**src/rtl/operand_mux_rf.sv**
```systemverilog
// operand_mux_rf
//   Register file plus registered operand selector for the bitty datapath.
//   Holds N_REGS general registers. Each cycle it selects one operand from a
//   register, the immediate, the default value, or zero, and presents that
//   operand one cycle later. The selection step forwards a same-cycle register
//   write to the operand (write-to-read bypass).
//
// Ports
//   clk_i        rising-edge clock
//   reset_i      synchronous, active-high reset
//   wr_en_i      register write strobe
//   wr_addr_i    register index to write
//   wr_data_i    write data
//   immediate_i  immediate operand from decode
//   def_val_i    default operand value
//   mux_sel_i    operand source select
//   sel_valid_i  mux_sel_i/immediate_i valid this cycle
//   stall_i      downstream not ready; output stage holds
//   mux_out_o    registered operand
//   out_valid_o  mux_out_o holds a valid operand
//   reg_dbg_o    flat register contents, reg i at [i*DATA_W +: DATA_W]
module operand_mux_rf #(
  parameter int DATA_W  = 16,
  parameter int N_REGS  = 8,
  parameter int SEL_W   = 4,
  parameter int R0_ZERO = 0
) (
  input  logic                     clk_i,
  input  logic                     reset_i,
  input  logic                     wr_en_i,
  input  logic [SEL_W-1:0]         wr_addr_i,
  input  logic [DATA_W-1:0]        wr_data_i,
  input  logic [DATA_W-1:0]        immediate_i,
  input  logic [DATA_W-1:0]        def_val_i,
  input  logic [SEL_W-1:0]         mux_sel_i,
  input  logic                     sel_valid_i,
  input  logic                     stall_i,
  output logic [DATA_W-1:0]        mux_out_o,
  output logic                     out_valid_o,
  output logic [N_REGS*DATA_W-1:0] reg_dbg_o
);

  localparam logic [SEL_W-1:0] SEL_IMM = SEL_W'(N_REGS);
  localparam logic [SEL_W-1:0] SEL_DEF = SEL_W'(N_REGS + 1);

  logic [DATA_W-1:0] regs_q [N_REGS];
  logic [DATA_W-1:0] regs_d [N_REGS];
  logic [DATA_W-1:0] mux_out_q, mux_out_d;
  logic              out_valid_q, out_valid_d;
  logic [DATA_W-1:0] next_op;
  logic              wr_hit;

  // A write is accepted only for an in-range index. With a hardwired r0 the
  // write to index 0 is dropped, so the bypass below never forwards to r0.
  always_comb begin
    wr_hit = wr_en_i && (wr_addr_i < SEL_IMM);
    if ((R0_ZERO != 0) && (wr_addr_i == '0)) begin
      wr_hit = 1'b0;
    end
  end

  always_comb begin
    for (int i = 0; i < N_REGS; i++) begin
      regs_d[i] = regs_q[i];
      if (wr_hit && (wr_addr_i == SEL_W'(i))) begin
        regs_d[i] = wr_data_i;
      end
    end
  end

  always_comb begin
    next_op = '0;
    if (mux_sel_i < SEL_IMM) begin
      for (int i = 0; i < N_REGS; i++) begin
        if (mux_sel_i == SEL_W'(i)) begin
          next_op = regs_q[i];
        end
      end
      if (wr_hit && (wr_addr_i == mux_sel_i)) begin
        next_op = wr_data_i;
      end
      // r0 is never written when hardwired, but force it here too so the
      // read stays zero independently of the storage contents.
      if ((R0_ZERO != 0) && (mux_sel_i == '0)) begin
        next_op = '0;
      end
    end else if (mux_sel_i == SEL_IMM) begin
      next_op = immediate_i;
    end else if (mux_sel_i == SEL_DEF) begin
      next_op = def_val_i;
    end
  end

  // Held operand is not refreshed by later writes: the stage only loads
  // next_op when not stalled.
  always_comb begin
    mux_out_d   = mux_out_q;
    out_valid_d = out_valid_q;
    if (!stall_i) begin
      mux_out_d   = next_op;
      out_valid_d = sel_valid_i;
    end
  end

  always_ff @(posedge clk_i) begin
    if (reset_i) begin
      for (int i = 0; i < N_REGS; i++) begin
        regs_q[i] <= '0;
      end
      mux_out_q   <= '0;
      out_valid_q <= 1'b0;
    end else begin
      for (int i = 0; i < N_REGS; i++) begin
        regs_q[i] <= regs_d[i];
      end
      mux_out_q   <= mux_out_d;
      out_valid_q <= out_valid_d;
    end
  end

  assign mux_out_o   = mux_out_q;
  assign out_valid_o = out_valid_q;

  for (genvar g = 0; g < N_REGS; g++) begin : g_dbg
    assign reg_dbg_o[g*DATA_W +: DATA_W] = regs_q[g];
  end

endmodule
```
**config.mk**
```make
export PLATFORM = sky130hd
export DESIGN_NAME = operand_mux_rf
export DESIGN_NICKNAME = d
export VERILOG_FILES = /design/src/rtl/operand_mux_rf.sv
export SDC_FILE = /design/constraint.sdc
export NUM_CORES = 1
export LEC_CHECK = 0
export CAP_MARGIN = 20
export CORE_ASPECT_RATIO = 1.1
export CORE_MARGIN = 2
export CORE_UTILIZATION = 50
export CTS_CLUSTER_SIZE = 40
export DETAILED_ROUTE_END_ITERATION = 10
export MAX_ROUTING_LAYER = met4
export PLACE_DENSITY = 0.89
export SYNTH_ARGS = -nofsm -noshare
export SYNTH_HDL_FRONTEND = slang
export SYNTH_SLANG_ARGS = --single-unit
```
**constraint.sdc**
```tcl
create_clock -name clk_i -period 4.1 [get_ports clk_i]
set_input_delay 0.82 -clock clk_i [delete_from_list [all_inputs] [get_ports clk_i]]
set_output_delay 0.82 -clock clk_i [all_outputs]
set_load 0.01 [all_outputs]
```
=== After elaboration in Yosys (flattened, before gate mapping) ===
Memory sizes are Yosys's and may differ from the RTL's.
Cells that the tools add are included.

* Register bits: 17
* Bits of input ports: 61
* Memories kept: 1
* RAM bits: 128

{| class="wikitable"
|+ Memories
! name !! depth !! width !! read ports !! clocked after Yosys merged registers in !! wr ports !! RTL line !! source
|-
| regs_q || 8 || 16 || 8 || 0 || 8 || 46 || <nowiki>logic [DATA_W-1:0] regs_q [N_REGS];</nowiki>
|}

* Magnitude comparators: 2
* Equality and inequality tests: 17
* Muxes and demuxes: 31
* Reduce and logical (&&, ||, !) cells: 12
* Bitwise logic cells: 8

{| class="wikitable"
|+ Operators by type and width
! operator !! number
|-
| 2-to-1 mux 16 bit || 28
|-
| == test 4 x 3 -> 1 bit, second input constant || 8
|-
| == test 4 x 2 -> 1 bit, second input constant || 4
|-
| logical AND 1 bit || 10
|-
| == test 4 x 1 -> 1 bit, second input constant || 2
|-
| == test 4 bit, second input constant || 2
|-
| logical NOT 4 bit || 2
|-
| < comparator 4 bit, second input constant || 2
|-
| OR 1 bit || 8
|-
| == test 4 bit || 1
|-
| 2-to-1 mux 1 bit || 3
|}

=== Depth between registers and ports, before layout ===
Gate-level depths: netlist (run 1).

* Depth after elaboration: 11
* Depth in mapped cells: 8
* Gate-level depth less buffers: 5

=== Worst setup path before layout (run 1) ===
No wires, ideal clock.

* Path type: in2reg
* Start: in mux_sel_i[0]
* End: reg mux_out_q[11] (netlist: mux_out_o[11])
* Data arrival time: 2.110 ns
* Setup slack: 1.866 ns
* Required time: 3.976 ns
* Stages on the path: 8
* Cells stage by stage: buf_2 > buf_4 > buf_2 > mux2_2 > nand4_1 > nand2_1 > a31oi_1 > o31ai_1

* Longest elaborated chain between the ends: 11
* Elaborated cells between the ends (all ways): 25
* Classes of those cells: order compare: 1; eq/ne: 10; mux: 12; reduce/logical: 2

{| class="wikitable"
|+ RTL lines
! what !! RTL line !! source
|-
| start, declared || 35 || <nowiki>input logic [SEL_W-1:0] mux_sel_i,</nowiki>
|-
| logical NOT 4 bit || 75 || <nowiki>if (mux_sel_i == SEL_W'(i)) begin</nowiki>
|-
| 2-to-1 mux 16 bit (8 in series) || 75 ||
|-
| 2-to-1 mux 16 bit || 79 || <nowiki>if (wr_hit && (wr_addr_i == mux_sel_i)) begin</nowiki>
|-
| 2-to-1 mux 16 bit (*) || 73 || <nowiki>if (mux_sel_i < SEL_IMM) begin</nowiki>
|-
| end signal, assigned || 116 || <nowiki>mux_out_q <= mux_out_d;</nowiki>
|-
| end, declared || 48 || <nowiki>logic [DATA_W-1:0] mux_out_q, mux_out_d;</nowiki>
|}

Mark *: on every way between the ends. The rest lies on a longest branch, timed or not.
A chain may end at the register's enable or synchronous reset.

=== Worst setup path in the final report (run 1) ===
* Start: in mux_sel_i[1]
* End: reg mux_out_q[1] (netlist: mux_out_o[1])

Same word-level chain as after synthesis.

==> flow_metrics.tcl, run 1 <==
set metrics [dict create \
    status "complete, no violations" \
    numCtsBuffers 17 \
    synth_ff_type "dfxtp_1" \
    holdBufCountCts 0 \
    drive_gt1_frac 0.0656 \
    cts_sinks 145 \
    fillers 1075 \
    path_class "primary input to flop" \
    finalCritPeriodShare 0.732 \
    synth_nets 926 \
    final_nets 1084 \
    synth_warnings 0 \
    final_cells 1224 \
    row_count 45 \
    worstMarginPinSlew_ns 0.864 \
    end_kind "flop" \
    port_buffers 205 \
    ctsResizeCount 0 \
    syn_inst 865 \
    hold_viol 0 \
    crit_fanout 25 \
    cts_root_buf "clkbuf_16" \
    grt_max_degree 62 \
    route.detailed.drc 0 \
    synthToLayoutAreaGrowth_pct 38.0 \
    gp_congestion 0.963 \
    fp.coreArea_sq_mm 0.0137 \
    grt_overflow 0 \
    reg2reg_depth 5 \
    reg2reg_from "regs_q[0][17]" \
    finalSetupViolCount 0 \
    clock.fmax_ghz 0.333 \
    arrival_ns 3.33 \
    clk_latency_ns 0.42 \
    start_kind "primary input" \
    antenna_found_initial 0 \
    syn_avg_cell_area_sq_um 8.07 \
    htree_levels 4 \
    final_cell_mix "203 x clkdlybuf4s50_1, 183 x nand2_1, 145 x dfxtp_1" \
    pwr_density_cell_mw_per_mm2 353 \
    post-dp-hpwl_um 17200 \
    hp-start "regs_q[0][80]" \
    crit_start "mux_sel_i[1]" \
    synth_edf_count 0 \
    drtAntennaViolNets 0 \
    finalSetupTns_ns 0 \
    cpMaxStageDelayCell "clkdlybuf4s50_1" \
    drt_pre_antenna_iters 6 \
    postSynth.asyncResetShare 0 \
    fin_crit_ns 3.00 \
    die_w_um 117 \
    first_iter_violations 881 \
    required_ns 4.43 \
    die_y_um 128 \
    dp_cells 1192 \
    clk_pin_slew_ns 0.06 \
    ys_seq_area_frac 0.416 \
    r2r_end "mux_out_o[1]" \
    initial_core_util 0.508 \
    final_common_cell "clkdlybuf4s50_1" \
    syn_area_sq_mm 0.00698 \
    hold_depth 2 \
    drv_cap 0 \
    grt_pass1_wl_um 37000 \
    viasPerCell 5.95 \
    r2r_slack_ns 2.61 \
    grt_pass1_vias 6676 \
    min_path_type "flop to flop" \
    power_mw 3.39 \
    cts_tree "done" \
    vdd_drop_max_mv 0.240 \
    die_area_sq_mm 0.0149 \
    wirelength_um 24800 \
    grt.total_usage 0.329 \
    max_slew_margin 0.422 \
    report.final.slew_viol_count 0 \
    power.leakage_nw 3.39 \
    whs_endpoint "regs_q[0][80]" \
    slowest_delay_ns 1.03 \
    diodes 0 \
    synth-seq-cells 145 \
    wl_per_cell_um 20.2 \
    clockBufferDepth 2 \
    yosys.cell_types.count 42 \
    fin_util 0.701 \
    pin_count 206 \
    num_vias 7286 \
    path_cells "clkdlybuf4s50_1, or3b_1, o22a_1, a22oi_1, o31ai_1, a211oi_2" \
    rsz0062_at_grt "false" \
    fin_skew_ns 0.00702 \
    post-cts-setup-buffer-count 0 \
]
final cells by class:
type / count / area [sq um] / share of cell area
Multi-Input combinational cell: 626 / 3680 / 0.382
Sequential cell: 145 / 2900 / 0.302
Timing Repair Buffer: 225 / 2200 / 0.228
Clock buffer: 24 / 482 / 0.0500
Tap cell: 188 / 235 / 0.0244
Clock inverter: 8 / 104 / 0.0108
Inverter: 8 / 30.0 / 0.00312
routing by layer:
metal	wire length, um	GRT usage
met5	0	-
met4	642	0.113
met3	2870	0.0492
met2	11400	0.509
met1	9810	0.442
how the worst max path moves through the flow:
stage | end | cells past startpoint
2_1_floorplan | mux_out_o[11] | 8
3_3_place_gp | mux_out_o[1] | 6
3_5_place_dp | mux_out_o[5] | 6
4_1_cts | mux_out_o[1] | 6
5_1_grt | mux_out_o[4] | 6
6_report | mux_out_o[1] | 6
power by group:
group          switching, mW  internal [mW]
registers             0.0242           1.44
clock network          0.589          0.946
logic                  0.222          0.177
total                  0.836           2.56
cells by family after synthesis:
family | share of synthesized area
simple gates | 0.171
xor+xnor | 0.00377
mux | 0.136
buf+inv | 0.0601
compound gates | 0.212
flops | 0.416
sequential cells by signal, indices dropped and copies added, names as in the netlist:
signal	flops
regs_q	128
mux_out_o	16
out_valid_o	1
metrics by stage:
step	hold WS (ns)	instance area (sq um)	setup WS, ns
detailed placement	0.463	9040	0.780
global route	0.492	9630	0.987
CTS	0.473	9630	1.17
finish	0.473	9630	1.10
global placement	0.458	9040	0.825
floorplan	0.488	6980	1.87
synthesized netlist by cell type, types with 3 or more instances:
cell type | count | area, sq um
nor2b_1 | 6 | 37.5
nor2_1 | 65 | 244
buf_2 | 19 | 95.1
a22o_1 | 9 | 78.8
a221o_1 | 8 | 80.1
mux2i_1 | 85 | 851
o22ai_1 | 9 | 56.3
inv_1 | 8 | 30.0
a31oi_1 | 18 | 113
nor3_1 | 3 | 15.0
nand2b_1 | 4 | 25.0
o211ai_1 | 9 | 67.6
xor2_1 | 3 | 26.3
a21oi_1 | 123 | 616
dfxtp_1 | 145 | 2900
buf_6 | 3 | 33.8
nor3b_1 | 3 | 22.5
nand3_1 | 3 | 15.0
o21ai_0 | 33 | 165
nand2_1 | 183 | 687
nand4_1 | 3 | 18.8
mux2_2 | 9 | 101
clkbuf_1 | 56 | 210
a211oi_1 | 8 | 60.1
a221oi_1 | 13 | 114
buf_4 | 5 | 37.5
o22a_1 | 9 | 78.8
worst max-delay path, delay by kind of cell:
family          cells  cell delay [ns]
buf+inv             1             1.03
simple gates        1             0.59
compound gates      4             0.89
Note: power is estimated with default switching activity, not from simulation.
==> inputs of run 2 (changes only) <==
CORE_UTILIZATION = 48   (was 50)
PLACE_DENSITY = 0.86   (was 0.89)
clock period = 2.99 ns   (was 4.1 ns; I/O delays follow)
==> run 2 against run 1 <==
Compared with the run above:
- non-clock buffer count increased by 21
- combinational power increased by 45%
- first-iteration DRC count decreased by 4.8%
- critical path type unchanged
==> flow_metrics.tcl, run 2 (synthesis results as in run 1) <==
set metrics [dict create \
    status "complete, no violations" \
    final_cell_area_sq_mm 0.00981 \
    first_iter_violations 839 \
    grt_pass1_wl_um 38500 \
    cts_root_buf "clkbuf_16" \
    pin_count 206 \
    final_cell_mix "203 x clkdlybuf4s50_1, 183 x nand2_1, 145 x dfxtp_1" \
    crit_fanout 15 \
    grt_overflow 0 \
    holdBufCountCts 0 \
    fin_crit_ns 2.53 \
    regMostFlops "regs_q" \
    ctsResizeCount 0 \
    antenna_found_initial 0 \
    end_kind "flop" \
    row_count 46 \
    synthToLayoutAreaGrowth_pct 40.6 \
    clk_pin_slew_ns 0.06 \
    fp.coreArea_sq_mm 0.0143 \
    final_common_cell "clkdlybuf4s50_1" \
    port_buffers 205 \
    path_class "primary input to flop" \
    die_y_um 130 \
    grt_max_degree 54 \
    report.final.slew_viol_count 0 \
    largest_register_ff_count 128 \
    grt_pass1_vias 6942 \
    max_slew_margin 0.496 \
    clockBufferDepth 2 \
    required_ns 3.33 \
    power.leakage_nw 3.48 \
    initial_core_util 0.487 \
    drtAntennaViolNets 0 \
    power_mw 4.64 \
    diodes 0 \
    hold_viol 0 \
    arrival_ns 2.86 \
    clk_latency_ns 0.42 \
    pwr_density_cell_mw_per_mm2 473 \
    die_area_sq_mm 0.0155 \
    finalCritPeriodShare 0.845 \
    gp_congestion 0.980 \
    num_vias 7421 \
    final_nets 1105 \
    drive_gt1_frac 0.0870 \
    min_path_type "flop to flop" \
    viasPerCell 5.94 \
    cts_tree "done" \
    worstMarginPinSlew_ns 0.754 \
    timing.hold.ws_ns 0.468 \
    grt.total_usage 0.327 \
    finalSetupTns_ns 0 \
    post-dp-hpwl_um 17900 \
    finalSetupViolCount 0 \
    htree_levels 4 \
    post-cts-setup-buffer-count 0 \
    wirelength_um 25300 \
    rsz0062_at_grt "false" \
    start_kind "primary input" \
    wl_per_cell_um 20.2 \
    drt_pre_antenna_iters 5 \
    route.detailed.drc 0 \
    postPlaceCellArea_sq_mm 0.00924 \
    vdd_drop_max_mv 0.279 \
    numCtsBuffers 17 \
    clock.fmax_ghz 0.396 \
    cts_sinks 145 \
    die_w_um 119 \
    drv_cap 0 \
    fillers 1116 \
    fin_skew_ns 0.00630 \
    fin_util 0.685 \
]
## run 2: changes by cell type in the layout (fill, tap and decap cells not counted), sizes merged
cell and change:
buf +21, bufinv -1, clkbuf -5, clkinv -5, clkinvlp +6, inv +5
## run 2: path summary, 6_finish.rpt
kind,from,endpoint,slack [ns],depth (start not counted)
worst min register to register,regs_q[0][121],regs_q[0][121],0.47,2
worst min-delay path,regs_q[0][121],regs_q[0][121],0.47,2
worst max register to register,regs_q[0][110],mux_out_o[14],1.42,5
worst max-delay path,mux_sel_i[2],mux_out_o[1],0.46,6
## run 2: worst max-delay path: stages
cell             delay [ns]
clkdlybuf4s50_1        0.69
or3_1                  0.69
o22a_1                 0.28
a22oi_1                0.25
o31ai_1                0.13
a211oi_2               0.21
## run 2: through the flow
step	cells	setup WS, ns
finish	1249	0.464
global route	1249	0.491
CTS	1249	0.558
detailed placement	1217	0.154
global placement	1217	0.147
floorplan	865	0.978
## run 2: area by class of cell
cell class	instances	area [sq um]	share of cell area
inverter	8	30.0	0.00306
sequential	145	2900	0.296
clock inverter	13	126	0.0129
clock buffer	19	443	0.0451
multi-input combinational	626	3680	0.375
timing repair buffer	246	2390	0.244
tap	192	240	0.0245
## run 2: report_power, final
group,internal [mW],switching [mW]
Sequential,1.97,0.0324
Clock,1.18,0.881
Combinational,0.261,0.316
Total,3.41,1.23
## run 2: metal layers
metal	global-route usage	routed length, um
met2	0.508	11600
met1	0.419	10200
met4	0.131	828
met5	-	0
met3	0.0668	2740
